<file path="src/rtl/fir_requant_fifo.sv">
// Requantises the full-precision FIR sum back to the Q(n).(m) sample format
// with half-up rounding and saturation, then buffers the results in a valid/ready FIFO.
module fir_requant_fifo #(
  parameter int m     = 7,
  parameter int n     = 3,
  parameter int DEPTH = 8
) (
  input  logic                     clk,
  input  logic                     rst,
  input  logic                     en,
  input  logic [2*m+2*n-1:0]       y,
  output logic [m+n-1:0]           out_data,
  output logic                     out_sat,
  output logic                     out_valid,
  input  logic                     out_ready,
  output logic [$clog2(DEPTH):0]   count,
  output logic                     ovf,
  input  logic                     ovf_clr
);

  localparam int YW = 2*m + 2*n;
  localparam int DW = m + n;
  localparam int AW = $clog2(DEPTH);
  localparam int CW = AW + 1;
  localparam logic [YW:0] HALF = (YW+1)'(1) << (m-1);

  logic [YW:0]    w_r;
  logic [YW:0]    w_q;
  logic           w_sat;
  logic [DW-1:0]  w_qdata;
  logic           w_full;
  logic           w_pop;
  logic           w_push;
  logic           w_drop;

  logic [DW-1:0]  r_stg_data;
  logic           r_stg_sat;
  logic           r_stg_vld;
  logic [DW:0]    r_mem [DEPTH];
  logic [AW-1:0]  r_wr;
  logic [AW-1:0]  r_rd;
  logic [CW-1:0]  r_cnt;
  logic           r_ovf;

  // One extra bit on the sum so the rounding add cannot wrap.
  assign w_r     = {1'b0, y} + HALF;
  assign w_q     = w_r >> m;
  assign w_sat   = |w_q[YW:DW];
  assign w_qdata = w_sat ? {DW{1'b1}} : w_q[DW-1:0];

  assign w_full  = (r_cnt == CW'(DEPTH));
  assign w_pop   = (r_cnt != '0) && out_ready;
  assign w_push  = r_stg_vld && (!w_full || w_pop);
  assign w_drop  = r_stg_vld && w_full && !w_pop;

  always_ff @(posedge clk) begin
    if (rst) begin
      r_stg_data <= '0;
      r_stg_sat  <= 1'b0;
      r_stg_vld  <= 1'b0;
    end else begin
      r_stg_vld <= en;
      if (en) begin
        r_stg_data <= w_qdata;
        r_stg_sat  <= w_sat;
      end
    end
  end

  // Storage is cleared on reset so the head reads as zero while empty.
  always_ff @(posedge clk) begin
    if (rst) begin
      for (int i = 0; i < DEPTH; i++) r_mem[i] <= '0;
      r_wr  <= '0;
      r_rd  <= '0;
      r_cnt <= '0;
      r_ovf <= 1'b0;
    end else begin
      if (w_push) begin
        r_mem[r_wr] <= {r_stg_sat, r_stg_data};
        r_wr        <= r_wr + AW'(1);
      end
      if (w_pop) r_rd <= r_rd + AW'(1);
      case ({w_push, w_pop})
        2'b10:   r_cnt <= r_cnt + CW'(1);
        2'b01:   r_cnt <= r_cnt - CW'(1);
        default: r_cnt <= r_cnt;
      endcase
      if (w_drop)       r_ovf <= 1'b1;
      else if (ovf_clr) r_ovf <= 1'b0;
    end
  end

  assign {out_sat, out_data} = r_mem[r_rd];
  assign out_valid = (r_cnt != '0);
  assign count     = r_cnt;
  assign ovf       = r_ovf;

endmodule

</file>
<file path="config.mk">
export PLATFORM = sky130hd
export DESIGN_NAME = fir_requant_fifo
export DESIGN_NICKNAME = d
export VERILOG_FILES = /design/src/rtl/fir_requant_fifo.sv
export SDC_FILE = /design/constraint.sdc
export NUM_CORES = 1
export LEC_CHECK = 0
export ABC_AREA = 1
export CAP_MARGIN = 20
export CORE_ASPECT_RATIO = 0.9
export CORE_MARGIN = 5
export CORE_UTILIZATION = 31
export DETAILED_ROUTE_END_ITERATION = 7
export REMOVE_ABC_BUFFERS = 1
export SYNTH_ARGS = -nofsm -noshare
export SYNTH_HDL_FRONTEND = slang
export SYNTH_SLANG_ARGS = --single-unit
export TNS_END_PERCENT = 100
</file>
<file path="constraint.sdc">
create_clock -name clk -period 3.07 [get_ports clk]
set_input_delay 0.307 -clock clk [delete_from_list [all_inputs] [get_ports clk]]
set_output_delay 0.307 -clock clk [all_outputs]
set_load 0.05 [all_outputs]
</file>
* Word-level counts from Yosys, hierarchy flattened
Memory sizes are Yosys's and may differ from the RTL's. A register that Yosys moved wholly into a read port is not among the register bits.
Cells that the tools add are included.
** Operators by class
- Eq/ne operators :: 3
- Reduce and logical (&&, ||, !) cells :: 12
- Multiplexer cells :: 14
- Add/subtract/negate cells :: 5
** Operators with widths (number)
- adder 20 x 7 -> 21 bit (second input constant) :: 1
- two-way mux 11 bit :: 1
- OR reduction 11 bit :: 1
- two-way mux 10 bit :: 1
- two-way mux 3 bit :: 3
- two-way mux 1 bit :: 8
- one-hot mux 4 bit (2 select lines) :: 1
- adder 3 x 1 -> 3 bit (second input constant) :: 2
- adder 4 x 1 -> 4 bit (second input constant) :: 1
- == test 4 bit (second input constant) :: 1
- logical AND 1 bit :: 4
- nonzero test 2 bit :: 2
- nonzero test 4 bit :: 1
- OR reduction 4 bit :: 1
- subtractor 4 x 1 -> 4 bit (second input constant) :: 1
- == test 2 x 1 -> 1 bit (second input constant) :: 1
- == test 2 bit (second input constant) :: 1
- logical NOT 1 bit :: 2
- logical OR 1 bit :: 1
** Storage, ports and cells
- Memories :: 1
- Word-level logic and storage cells :: 42
- RAM bits :: 88
- Register bits after elaboration :: 23
- Input port bits :: 25
- Output and inout port bits :: 17
** Memory list
- r_mem :: words 8, width 11, read ports 1, clocked after memory_dff 1, wr ports 8, RTL line 39 : logic [DW:0] r_mem [DEPTH];

* Logic depth before layout (Yosys ltp)
Gate-level depths: netlist of run 1.
- Word-level depth :: 9
- Depth in mapped cells :: 12

* Worst setup path after synthesis of run 1
Ideal clock, no wire load.
- Kind :: register to register
- From :: reg r_cnt[1], in the netlist count[1]
- To :: reg r_cnt[2], in the netlist count[2]
- Library setup time :: 118 ps
- Arrival time :: 2006 ps
- Slack :: 946 ps
- Clock period less this slack :: 2124 ps
- Cell stages (with the launch flop) :: 13
- Path buffers :: 0
- Cell sequence :: dfxtp_1 > nor3_4 > nand2_2 > nand3_2 > xor2_1 > inv_1 > ha_1 > inv_1 > nand2_1 > nand2_1 > nand2_1 > nor2_1 > nor2_1
** On the way
- Longest elaborated chain between the ends :: 6
- Elaborated cells between the ends (all ways) :: 12
- Classes of those cells :: add/sub: 2; eq/ne: 3; mux: 1; reduce/logical: 6
** Ends and longest elaborated chain
- start: declaration :: RTL line 42 : logic [CW-1:0] r_cnt;
- start signal: assignment :: RTL line 85 : 2'b10: r_cnt <= r_cnt + CW'(1);
- start signal: assignment :: RTL line 86 : 2'b01: r_cnt <= r_cnt - CW'(1);
- start signal: assignment :: RTL line 87 : default: r_cnt <= r_cnt;
- nonzero test 4 bit *
- via out_valid :: RTL line 14 : output logic out_valid,
- logical AND 1 bit * :: RTL line 52 : assign w_pop = (r_cnt != '0) && out_ready;
- logical OR 1 bit :: RTL line 53 : assign w_push = r_stg_vld && (!w_full || w_pop);
- logical AND 1 bit :: RTL line 53
- == test 2 x 1 -> 1 bit or == test 2 bit (tied branches) :: RTL line 84 : case ({w_push, w_pop})
- one-hot mux 4 bit (2 select lines) or nonzero test 2 bit (tied branches)
Mark *: on every way through the listed nets, which the timed path passes. The rest lies on a longest branch.
A chain may end at the register's enable or synchronous reset.

==> flow_summary_export.csv, run 1 <==
group,metric,value,unit
pwr,power_density,778,nW/um2
worst_hold_path,min_from,"r_rd[2]",
worst_setup_path,crit_required,2760,ps
yosys,ys_ff_latch,114,
yosys,synth.area.top_cells,"edfxtp_1 49%, nor2_1 13%, dfxtp_1 9.7%",
cells_and_area,fin_util,38.4,%
floorplan,die_y,135,um
placement,dpl_worst_slack,562,ps
clock_tree,clk_pin_slew_worst_paths,50,ps
global_routing,antenna_found_initial,0,
job,cap_violations,0,
routing,wl,13300,um
clock_tree,post-cts-setup-buffers,0,
routing,vias,4140,
yosys,synth-xor-area-share,0.982,%
floorplan,core,16900,um2
cells_and_area,area.growth.synth_to_final,21.1,%
yosys,synth.area.mux_share,0,%
worst_setup_path,endpoint_kind,"primary output",
worst_setup_path,worstSetupPathType,"reg2out",
timing,fin_ws,235,ps
yosys,async_flop_share,0,%
yosys,synthFlopType,"edfxtp_1",
yosys,synth_most_common_cell,"nor2_1",
global_routing,overflow,0,
clock_tree,clk_path_buf_depth,2,
cells_and_area,final_cells,846,
pwr,pwr-share-clk,41.1,%
clock_tree,cts-root-buf,"clkbuf_16",
placement,post-place-cells,814,
cells_and_area,drive_above_1_share,11.5,%
yosys,synth_largest_area_cell,"edfxtp_1",
clock_tree,cts_tree,"done",
worst_setup_path,worst_setup_path_start_kind,"register",
yosys,synthAdderAreaFrac,0.935,%
worst_setup_path,reg2reg_from,"count[0]",
yosys,synth_top_area_share,49.4,%
routing,drt-vias-per-instance,4.89,
yosys,yosysSeqAreaShare,59.1,%
pwr,p_int,3.47,mW
routing,drtAntennaViolNets,0,
timing,finalCritPeriodShare,92.3,%
pwr,p_comb_share,22.6,%
worst_setup_path,cp_cell_sequence,"inv_2 > buf_4 > o21ai_0 > o22ai_1 > nor2_1 > a31oi_1 > buf_4",
timing,tns,0,ps
worst_setup_path,slowest_delay,570,ps
timing,tightest_slew,822,ps
floorplan,ios,42,
routing,remaining_drc_errors,0,
yosys,syn_avg_cell_area,9.07,um2
worst_setup_path,critPathBufInv,3,
timing,fin_crit,2830,ps
worst_hold_path,min_path_type,"reg2reg",
run_status,run_status,"complete, no violations",
timing,final-setup-viol-count,0,
yosys,yosysWarnings,0,
floorplan,initial_core_util,31.7,%
clock_tree,postCtsHoldBufs,0,
yosys,netlist_area,5350,um2
timing,maxSlewHeadroom,45.1,%
global_routing,grtUsageTotal,13.8,%
placement,routabilityCongestion,0.843,
placement,port_buffers,35,
clock_tree,h-tree-depth,4,
pwr,seqPwrFrac,36.3,%
floorplan,die-area,20000,um2
yosys,synthSimpleGateAreaFrac,22.5,%
global_routing,grt_pass1_vias,4031,
pwr,p_leak,2.53,nW
routing,wl_per_cell,15.7,um
pwr,p_sw_share,31.3,%
pwr,power_switching,1.58,mW
clock_tree,cts_made_buffers,17,
cells_and_area,insertedDiodeCount,0,
global_routing,grt_start_max_net_pins,45,
worst_setup_path,worst_path_max_delay_cell,"dfxtp_1",
clock_tree,clk_latency,410,ps
worst_setup_path,crit_family,"buffers and inverters",
timing,finClkSkew,6.43,ps
floorplan,rows,45,
timing,rsz0062_at_grt,"false",
floorplan,die_w,149,um
pwr,peakVddDrop,0.000397,V
global_routing,grt_pass1_wl,21200,um
routing,drt_first_pass_iters,5,
yosys,synth_cell_types,27,
worst_setup_path,critPathArrivalTime,2530,ps
timing,hold_violations,0,
worst_setup_path,cpMostUsedCell,"buf_4",
clock_tree,ctsResizeCount,0,
placement,place_hpwl,8900,um
yosys,synth_top_family_by_area,"simple AND/OR/NAND/NOR gates",
cells_and_area,fin_nets,651,
clock_tree,cts_sinks,114,
yosys,synth_edf_count,88,
yosys,syn_inst,590,
yosys,synth_top_cells_by_count,"184 x nor2_1, 88 x edfxtp_1, 55 x nand2_1",
yosys,synth-compound-area-share,10.4,%
timing,slew_violations,0,
timing,max_freq,353,MHz
worst_setup_path,crit_path_max_fanout,44,
routing,drtIter0Drc,276,
-- layer usage --
metal / global-route usage [%] / part of all wire, %
met5: 0 / 0
met4: 4.46 / 1.7
met3: 3.86 / 6.2
met2: 21.3 / 45
met1: 18.9 / 47
-- cell families after synthesis --
| logic type | count (synthesis) |
|---|---|
| DFF | 114 |
| adders and majority gates | 4 |
| and+or+nand+nor | 284 |
| buffers and inverters | 76 |
| xor gates and xnor gates | 6 |
| AOI/OAI and AO/OA | 106 |
-- worst reg2reg max path, cell delays in order (launching register included) --
cell     delay (ps)
dfxtp_1         380
nor3_4          280
nand3_2         130
nand2_2         140
inv_2            70
nand2_2          60
inv_2            60
nand2_2         230
nand2_1         420
-- cells in the final DEF (no fill, tap or decap) --
master	netlist	final
nor2_1	184	184
edfxtp_1	88	88
nand2_1	55	55
o21ai_0	52	52
inv_1	35	35
dfxtp_1	26	26
clkdlybuf4s50_1	0	24
a21oi_1	21	21
clkbuf_16	0	20
buf_4	0	17
o21ai_1	11	11
o22ai_1	11	11
a31oi_1	11	11
clkinv_1	10	10
nand3_1	10	10
nand2_2	8	8
nand4_1	8	8
nor3_1	6	6
nand3_2	5	5
xor2_1	4	4
nor2_2	4	4
ha_1	4	4
clkinvlp_4	0	4
inv_2	3	3
nand2_4	2	2
xnor2_1	2	2
bufinv_16	0	2
clkinv_2	0	2
clkinv_4	0	2
clkbuf_8	0	2
nor3_4	1	1
nor2_4	1	1
-- sequential cells by signal (all words and copies together), names as in the netlist, named ones only --
register	cells
r_mem	88
r_stg_data	10
count	4
r_rd	3
r_wr	3
ovf	1
r_stg_sat	1
r_stg_vld	1
-- stage by stage --
| step | power, mW | area, um2 | hold WS (ps) |
|---|---|---|---|
| 3_5_place_dp | 3.01 | 5840 | 456 |
| 3_3_place_gp | 2.99 | 5840 | 455 |
| 2_1_floorplan | 2.61 | 5210 | 376 |
| 4_1_cts | 5.08 | 6480 | 465 |
| 6_report | 5.04 | 6480 | 459 |
| 5_1_grt | 5.26 | 6480 | 489 |
-- path summary, 6_finish.rpt --
kind	end	slack (ps)	depth (start not counted)
min	register	460	2
min reg2reg	register	460	2
max reg2reg	r_mem[7][3]	920	8
max	out_data[1]	240	7
-- layout make-up --
type,instances,area (um2)
tap,211,264
clock buffer,22,528
clock inverter,10,118
fill,1698,10400
inverter,48,180
multi-input combinational,400,1860
sequential,114,3160
timing repair buffer,41,368
-- power groups by stage --
stage	Combinational [mW]	Sequential, mW	Clock, mW
floorplan	0.708	1.90	0
global placement	1.13	1.86	0
detailed placement	1.15	1.86	0
CTS	1.15	1.83	2.10
global route	1.25	1.84	2.17
finish	1.14	1.83	2.07
Power figures use the tool's default switching activity.
==> run 2: changes to the inputs <==
SLEW_MARGIN = 10   (was default)
==> results of run 2 <==
No change in the layout: final DEF, timing and power equal those of run 1.
==> run 3: changes to the inputs <==
ABC_CLOCK_PERIOD_IN_PS = 3070   (was default)
GPL_TIMING_DRIVEN = 0   (was default)
==> run 3 against run 2 <==
Effect of this change: worst hold slack gained 8.6 ps; critical path type unchanged; clock skew is 0.67 ps higher; flip-flop and latch count unchanged; final cell count shrank 0.47%; clock power down 15%; count of clock-buffer cells in the layout is 10 higher; sequential share of layout area rose by 0.81 points; sequential power barely moved; via count fell by 1.6%; die area is the same; global-route usage is 0.18 points lower.
==> flow_summary_export.csv, run 3 (synthesis results as in run 1) <==
group,metric,value,unit
global_routing,overflow,0,
cells_and_area,largest_reg_flops,88,
clock_tree,h-tree-depth,4,
cells_and_area,mostFrequentLayoutCell,"nor2_1",
cells_and_area,layout_common_cells,"184 x nor2_1, 88 x edfxtp_1, 55 x nand2_1",
cells_and_area,fillers,1709,
timing,finalCritPeriodShare,93.3,%
cells_and_area,area.growth.synth_to_final,19.3,%
timing,final-setup-viol-count,0,
floorplan,ios,42,
timing,max_freq,349,MHz
global_routing,grt_pass1_wl,20800,um
cells_and_area,fin_nets,647,
worst_setup_path,worstSetupPathType,"reg2out",
timing,fin_ws,205,ps
timing,maxSlewHeadroom,46.6,%
placement,port_buffers,35,
clock_tree,clk_latency,410,ps
pwr,power.total,4.69,mW
clock_tree,cts_sinks,114,
placement,routabilityCongestion,0.795,
cells_and_area,regMostFlops,"r_mem",
timing,rsz0062_at_grt,"false",
clock_tree,cts-root-buf,"clkbuf_16",
floorplan,die_y,135,um
routing,drtAntennaViolNets,0,
cells_and_area,regArea,3170,um2
timing,hold_violations,0,
clock_tree,clk_pin_slew_worst_paths,50,ps
routing,vias,4074,
worst_setup_path,endpoint_kind,"primary output",
global_routing,grt_pass1_vias,4019,
run_status,run_status,"complete, no violations",
clock_tree,postCtsHoldBufs,0,
floorplan,initial_core_util,31.7,%
worst_setup_path,slowest_delay,550,ps
pwr,peakVddDrop,0.000335,V
placement,place_hpwl,8310,um
cells_and_area,multiInputGateArea,1860,um2
worst_setup_path,critPathBufInv,3,
worst_setup_path,worst_path_max_delay_cell,"dlygate4sd2_1",
clock_tree,cts_made_buffers,17,
worst_hold_path,min_path_type,"reg2reg",
timing,fin_crit,2860,ps
clock_tree,clk_path_buf_depth,2,
cells_and_area,drive_above_1_share,8.08,%
worst_setup_path,cp_cell_sequence,"buf_16 > inv_4 > o21ai_0 > o22ai_1 > nor2_1 > a31oi_1 > dlygate4sd2_1",
floorplan,die_w,149,um
routing,drt_first_pass_iters,4,
timing,holdWs,467,ps
global_routing,grt_start_max_net_pins,45,
routing,drt-vias-per-instance,4.84,
worst_setup_path,crit_family,"buffers and inverters",
floorplan,die-area,20000,um2
clock_tree,cts_tree,"done",
global_routing,antenna_found_initial,0,
worst_setup_path,critPathArrivalTime,2560,ps
worst_setup_path,crit_required,2760,ps
pwr,p_leak,2.47,nW
timing,tightest_slew,801,ps
pwr,power_density,734,nW/um2
timing,slew_violations,0,
routing,wl,12800,um
floorplan,core,16900,um2
routing,remaining_drc_errors,0,
global_routing,grtUsageTotal,13.6,%
routing,drtIter0Drc,246,
job,cap_violations,0,
placement,dpl_worst_slack,-248,ps
cells_and_area,fin_util,37.8,%
cells_and_area,insertedDiodeCount,0,
timing,finClkSkew,7.11,ps
worst_setup_path,worst_setup_path_start_kind,"register",
routing,wl_per_cell,15.2,um
worst_setup_path,crit_path_max_fanout,44,
floorplan,rows,45,
-- run 3: power breakdown --
part / internal [mW] / total [mW] / switching (mW)
sequential: 1.75 / 1.86 / 0.105
clock: 1.14 / 1.75 / 0.615
combinational: 0.324 / 1.08 / 0.757
-- run 3: area by class of cell --
class                   count  share of cell area [%]
repair buffers             36                    5.74
multi-input cells         400                    29.2
repair inverters            1                   0.118
clock buffers              32                    8.33
well taps                 211                    4.13
flip-flops and latches    114                    49.6
inverters                  48                    2.92
-- run 3: what timing repair did --
item / 4_1_cts / 5_1_grt
setup buffers: 0 / 0
cloned: 1 / 0
resized for setup: 16 / 4
setup endpoints to repair: 11 / 3
-- run 3: per-layer routing --
| metal | GRT usage (%) | routed length (um) | part of all wire, % | up-vias |
|---|---|---|---|---|
| met4 | 5.08 | 172 | 1.3 | 0 |
| li1 | - | - | - | 2043 |
| met1 | 17.1 | 5790 | 45 | 1899 |
| met5 | 0 | 0 | 0 | - |
| met3 | 4.63 | 861 | 6.7 | 16 |
| met2 | 21.9 | 5970 | 47 | 116 |
-- run 3: path summary, 6_finish.rpt --
path,from,to,slack (ps),cells past startpoint
setup reg to reg,count[1],r_mem[2][6],630,6
hold / removal,r_rd[2],r_rd[2],470,2
setup / recovery,register,out_data[2],210,7
hold reg to reg,r_rd[2],r_rd[2],470,2
-- run 3: per-stage QoR --
step	TNS [ps]	std cells	instance area, um2
4_1_cts	0	842	6380
3_3_place_gp	-9380	808	5820
3_5_place_dp	-2020	809	5850
5_1_grt	0	842	6390
6_report	0	842	6390
2_1_floorplan	0	562	5210
-- run 3: worst reg2reg max path, delay by kind of cell (launching register included) --
kind	cells	cell delay, ps
simple gates	6	1610
flops	1	390
